### config.mk
export PLATFORM = sky130hd
export DESIGN_NAME = rf_writeback_queue
export DESIGN_NICKNAME = d
export VERILOG_FILES = /design/src/rtl/rf_writeback_queue.sv
export SDC_FILE = /design/constraint.sdc
export NUM_CORES = 1
export LEC_CHECK = 0
export BUFFER_PORTS_ARGS = -buffer_cell sky130_fd_sc_hd__buf_2
export CELL_PAD_IN_SITES_DETAIL_PLACEMENT = 0
export CELL_PAD_IN_SITES_GLOBAL_PLACEMENT = 1
export CORE_MARGIN = 8
export CORE_UTILIZATION = 50
export CTS_CLUSTER_SIZE = 30
export DETAILED_ROUTE_END_ITERATION = 8
export GPL_TIMING_DRIVEN = 0
export PLACE_DENSITY_LB_ADDON = 0.1
export REMOVE_ABC_BUFFERS = 1
export SLEW_MARGIN = 25
export SYNTH_ARGS = -nofsm -noshare
export SYNTH_HDL_FRONTEND = slang
export SYNTH_SLANG_ARGS = --single-unit
### constraint.sdc
create_clock -name clk -period 3.9 [get_ports clk]
set_input_delay 0 -clock clk [delete_from_list [all_inputs] [get_ports clk]]
set_output_delay 0 -clock clk [all_outputs]
set_load 0.05 [all_outputs]
### src/rtl/rf_writeback_queue.sv
// rf_writeback_queue
//
// Buffers completed results (rd, data) between the MEM/WB pipeline register
// and the register file, and drains them into the register file write port
// (WE3/A3/WD3) at most one per cycle, oldest first. Pending entries can be
// looked up by the decode-stage read addresses, so a read never returns a
// value that is still waiting in the queue.
//
// Optional feature (macro RF_WBQ_BYPASS_IN_EN):
//   defined   - a result being accepted this cycle also takes part in the
//               forwarding lookup, as the youngest candidate.
//   undefined - only occupied entries are forwarded; an incoming result
//               becomes visible the cycle after it is accepted.
//
// Ports:
//   clk, rst              rising-edge clock, synchronous active-high reset
//   in_valid/in_ready     producer handshake; in_rd/in_data carry the result
//   rf_hold               write port busy this cycle, do not drain
//   rf_we/rf_addr/rf_wdata register file write port (head entry)
//   q_a1/q_a2             lookup addresses (mirror A1/A2)
//   fwdN_hit/fwdN_data    youngest pending value for q_aN
//   count                 number of occupied entries

module rf_writeback_queue #(
    parameter int DEPTH = 4,
    parameter int XLEN  = 32,
    parameter int AW    = 5
) (
    input  logic                       clk,
    input  logic                       rst,
    input  logic                       in_valid,
    output logic                       in_ready,
    input  logic [AW-1:0]              in_rd,
    input  logic [XLEN-1:0]            in_data,
    input  logic                       rf_hold,
    output logic                       rf_we,
    output logic [AW-1:0]              rf_addr,
    output logic [XLEN-1:0]            rf_wdata,
    input  logic [AW-1:0]              q_a1,
    input  logic [AW-1:0]              q_a2,
    output logic                       fwd1_hit,
    output logic [XLEN-1:0]            fwd1_data,
    output logic                       fwd2_hit,
    output logic [XLEN-1:0]            fwd2_data,
    output logic [$clog2(DEPTH+1)-1:0] count
);

    localparam int PW = $clog2(DEPTH);
    localparam int CW = $clog2(DEPTH+1);

    logic [AW-1:0]   rd_q   [DEPTH];
    logic [XLEN-1:0] data_q [DEPTH];
    logic [PW-1:0]   head_q, head_d;
    logic [PW-1:0]   tail_q, tail_d;
    logic [CW-1:0]   count_q, count_d;

    logic push_en;
    logic pop_en;

    assign in_ready = (count_q != CW'(DEPTH));
    assign rf_we    = (count_q != '0) && !rf_hold;
    assign rf_addr  = (count_q != '0) ? rd_q[head_q]   : '0;
    assign rf_wdata = (count_q != '0) ? data_q[head_q] : '0;
    assign count    = count_q;

    // x0 results complete the handshake but are never stored
    assign push_en = in_valid && in_ready && (in_rd != '0);
    assign pop_en  = rf_we;

    always_comb begin
        head_d  = head_q;
        tail_d  = tail_q;
        count_d = count_q;
        if (pop_en) begin
            head_d = head_q + PW'(1);
        end
        if (push_en) begin
            tail_d = tail_q + PW'(1);
        end
        if (push_en && !pop_en) begin
            count_d = count_q + CW'(1);
        end else if (!push_en && pop_en) begin
            count_d = count_q - CW'(1);
        end
    end

    always_ff @(posedge clk) begin
        if (rst) begin
            head_q  <= '0;
            tail_q  <= '0;
            count_q <= '0;
        end else begin
            head_q  <= head_d;
            tail_q  <= tail_d;
            count_q <= count_d;
        end
    end

    // Payloads are deliberately not reset; count gates every use of them.
    always_ff @(posedge clk) begin
        if (push_en) begin
            rd_q[tail_q]   <= in_rd;
            data_q[tail_q] <= in_data;
        end
    end

    // Walk from oldest to youngest so the last match wins. The head entry is
    // included even while it is being popped: its register file write only
    // lands at the coming edge.
    function automatic logic [XLEN:0] lookup(input logic [AW-1:0] addr);
        logic            hit;
        logic [XLEN-1:0] dat;
        logic [PW-1:0]   idx;
        hit = 1'b0;
        dat = '0;
        for (int k = 0; k < DEPTH; k++) begin
            idx = head_q + PW'(k);
            if ((CW'(k) < count_q) && (addr != '0) && (rd_q[idx] == addr)) begin
                hit = 1'b1;
                dat = data_q[idx];
            end
        end
        return {hit, dat};
    endfunction

    always_comb begin
        {fwd1_hit, fwd1_data} = lookup(q_a1);
        {fwd2_hit, fwd2_data} = lookup(q_a2);
`ifdef RF_WBQ_BYPASS_IN_EN
        if (push_en && (in_rd == q_a1)) begin
            fwd1_hit  = 1'b1;
            fwd1_data = in_data;
        end
        if (push_en && (in_rd == q_a2)) begin
            fwd2_hit  = 1'b1;
            fwd2_data = in_data;
        end
`else
`endif
    end

endmodule

==> metrics.md <==
| Metric | Value |
|---|---|
| Status | `finished, final reports clean` |
| Post-synth top flop | `edfxtp_1` |
| Pleak | `4.51 nW` |
| Final GP Congestion | `0.831` |
| PortBufs | `158` |
| Global route overflow | `0` |
| Ys async rst share | `0%` |
| Req. time, crit path | `~4 ns` |
| First-pass GRT wire length | `between 50,000 and 60,000 µm` |
| Internal | `5.04 mW` |
| Ranking of synthesized cells by area | `edfxtp_1 (39%), mux4_2 (15%), nor3_1 (5.2%)` |
| Post-Route WL | `~36,000 µm` |
| Die ar. | `between 0.02 and 0.03 mm²` |
| Boundary Pins | `159` |
| Yosys top cell area share | `39.4%` |
| Core Region | `0.0224 mm²` |
| Synth Area per Inst | `11.0 µm²` |
| Avg WL per Cell | `24.5 µm` |
| CTS Sinks | `157` |
| Gate Count Post-Synth | `1,023` |
| Yosys cell types | `53` |
| Most frequent cell after synthesis | `edfxtp_1` |
| Min Tclk post-route | `about 3.8 ns` |
| Clk buf depth | `2` |
| Worst path max stage delay | `0.59 ns` |
| Post-route DRC | `0` |
| Worst-path fanout max | `35` |
| Largest net degree at the start of global routing | `66` |
| Diodes inserted | `0` |
| Top cells by count, synth | `edfxtp_1 (148), nor3_1 (118), nor2_1 (99)` |
| Sequential area share after synthesis | `around two fifths` |
| CP cell instances | `buf_12, mux4_2, xnor2_1, nand3b_1, buf_8, or2_4, a31oi_1, a211oi_1, buf_2` |
| Max-slew headroom | `51.6%` |
| Sw Share | `between 40% and 50%` |
| Vias post-DR | `roughly 9,600` |
| Post-Syn Area | `0.0113 mm²` |
| Max cap viols | `0` |
| Post-DP Area | `0.0124 mm²` |
| H-tree lvl count | `4` |
| Cell area after layout | `0.0135 mm²` |
| Total negative slack | `0 ns` |
| Root buffer cell | `clkbuf_16` |
| Final HPWL DP | `22,600 µm` |
| DR vias/cell | `6.55` |
| CP Launch Type | `register` |
| Share of cells above drive strength 1 | `30.6%` |
| Dominant cell type by area after synthesis | `edfxtp_1` |
| Post-synth EDFFs | `148` |
| Overall Power | `9.80 mW` |
| Die Wd | `166 µm` |
| ANT nets after route | `0` |
| Worst-case vdd ir drop | `0.717 mV` |
| Initial DRC count | `839` |
| Crit path DAT | `3.78 ns` |
| Row cnt | `55` |
| CTS tree | `yes` |
| Final setup vio count | `0` |
| Fill cells | `1,827` |
| Fin. max-slew vios | `0` |
| Flop pwr share | `23.7%` |
| Skew final | `about 0.0078 ns` |
| Fin crit share | `96.9%` |
| Nets | `roughly 1,200` |
| Clk pwr share | `15.6%` |
| Hold Vio Cnt, Final | `0` |
| Comb power frac | `60.8%` |
| Total CTS buffers | `17` |
| PwrDens | `between 700 and 800 mW/mm²` |
| GR Util All Layers | `25.2%` |
| Clk slew on worst S/H paths | `0.06 ns` |
| Skew-Pair Late Insertion Delay | `0.42 ns` |
| Synthesis-to-layout area growth | `19.8%` |
| Slew @ Worst Pin | `0.725 ns` |
| Slowest-stage cell, CP | `mux4_2` |
| DR pass1 iterations | `5` |
| Vias in the first global route | `9,734` |
| Sw Pwr | `between 4 and 5 mW` |
| CP Capture Type | `primary output` |
| RSZ-0062 raised after global routing | `true` |
| Hold crit path type | `in -> reg` |
| Die height | `approximately 170 µm` |
| Peak Freq | `around 0.26 GHz` |
| FF+latch count, synth | `157` |
| Synth warn | `0` |
| Starting density of the core | `50.5%` |
| Initial antenna violation count | `0` |
| Crit Path Category | `reg -> out` |
-- metrics by stage --
| stage | worst slack [ns] | util, % | hold WS [ns] | instances |
|---|---|---|---|---|
| 6_report | 0.120 | 60.5 | 0.0856 | 1467 |
| 3_5_place_dp | -0.495 | 55.6 | 0.215 | 1382 |
| 2_1_floorplan | -3.73 | - | 0.0691 | 918 |
| 5_1_grt | -0.00706 | 60.5 | 0.117 | 1467 |
| 4_1_cts | 0.0254 | 60.3 | 0.0791 | 1464 |
| 3_3_place_gp | -6.24 | 53.4 | 0.214 | 1361 |
-- kinds of logic (layout without fill, tap and decap cells) --
logic type | Yosys count | after routing | share of synthesized area (%)
compound gates | 187 | 187 | 10.8
xor+xnor | 43 | 43 | 3.34
fa+ha+maj | 9 | 9 | 0.998
buf+inv | 111 | 269 | 4.47
flops | 157 | 157 | 41.0
mux | 152 | 152 | 23.4
simple gates | 364 | 365 | 16.0
-- registers in the layout, indices dropped and copies added (netlist names), named ones only --
| name | cells |
|---|---|
| rd_q | 20 |
| head_q | 2 |
| count | 3 |
| tail_q | 2 |
| data_q | 128 |
-- area by class of cell --
class / instances / area, µm² / area share, %
Multi-Input combinational cell: 756 / 6250 / 46.2
Inverter: 6 / 25.0 / 0.185
Clock buffer: 20 / 437 / 3.23
Clock inverter: 12 / 97.6 / 0.722
Sequential cell: 157 / 4640 / 34.3
Tap cell: 285 / 357 / 2.64
Timing Repair Buffer: 231 / 1720 / 12.7
-- power groups by stage --
stage / Sequential, mW / Clock, mW / Combinational, mW
after floorplan: 2.62 / 0 / 3.98
after global placement: 2.73 / 0 / 5.01
after detailed placement: 2.51 / 0 / 5.59
after CTS: 2.33 / 1.53 / 5.90
after global routing: 2.35 / 1.60 / 6.28
final: 2.32 / 1.53 / 5.96
-- critical path, delay by kind of cell (launching register included) --
kind / cells / cell delay, ns
flip-flops: 1 / 0.36
multiplexers: 1 / 0.59
AND/OR/NAND/NOR: 2 / 0.79
XOR/XNOR: 1 / 0.16
AO/OA/AOI/OAI: 2 / 0.61
buffers and inverters: 3 / 0.83
-- path summary, 6_finish.rpt --
check                  from            end  slack [ns]  cells past startpoint
setup reg to reg   count[0]   data_q[1][1]        1.28                      6
setup / recovery  head_q[0]  fwd1_data[11]        0.12                      9
hold reg to reg   tail_q[1]      tail_q[1]        0.57                      2
hold / removal     in_valid      tail_q[0]        0.09                      5
-- cell usage in the layout, fill, tap and decap left out, types with 17 or more instances in the layout --
| cell | instances |
|---|---|
| a31oi_1 | 31 |
| xnor2_1 | 33 |
| buf_2 | 158 |
| nor2b_1 | 37 |
| a2111oi_0 | 19 |
| a21oi_1 | 48 |
| mux2i_1 | 37 |
| clkbuf_16 | 17 |
| mux4_2 | 75 |
| o21ai_0 | 33 |
| a211oi_1 | 31 |
| nor2_1 | 95 |
| dlygate4sd3_1 | 40 |
| nor3_1 | 118 |
| nand2_1 | 51 |
| edfxtp_1 | 148 |
| mux2_2 | 31 |
-- per-layer routing --
layer | up-vias | global-route usage [%] | wire (µm)
li1 | 4273 | - | -
met1 | 4766 | 31.9 | 14500
met2 | 476 | 42.6 | 17600
met3 | 97 | 5.04 | 2880
met4 | 0 | 8.89 | 984
met5 | - | 0 | 0
-- timing repair --
action / in CTS / in global routing
setup endpoints to repair: 66 / 24
cloned: 0 / 1
pin swaps: 3 / 0
resized for setup: 5 / 3
endpoints found under the hold margin: 157 / 0
buffers inserted: 10 / 2
hold buffers: 40 / 0
(Power assumes the default switching activity.)
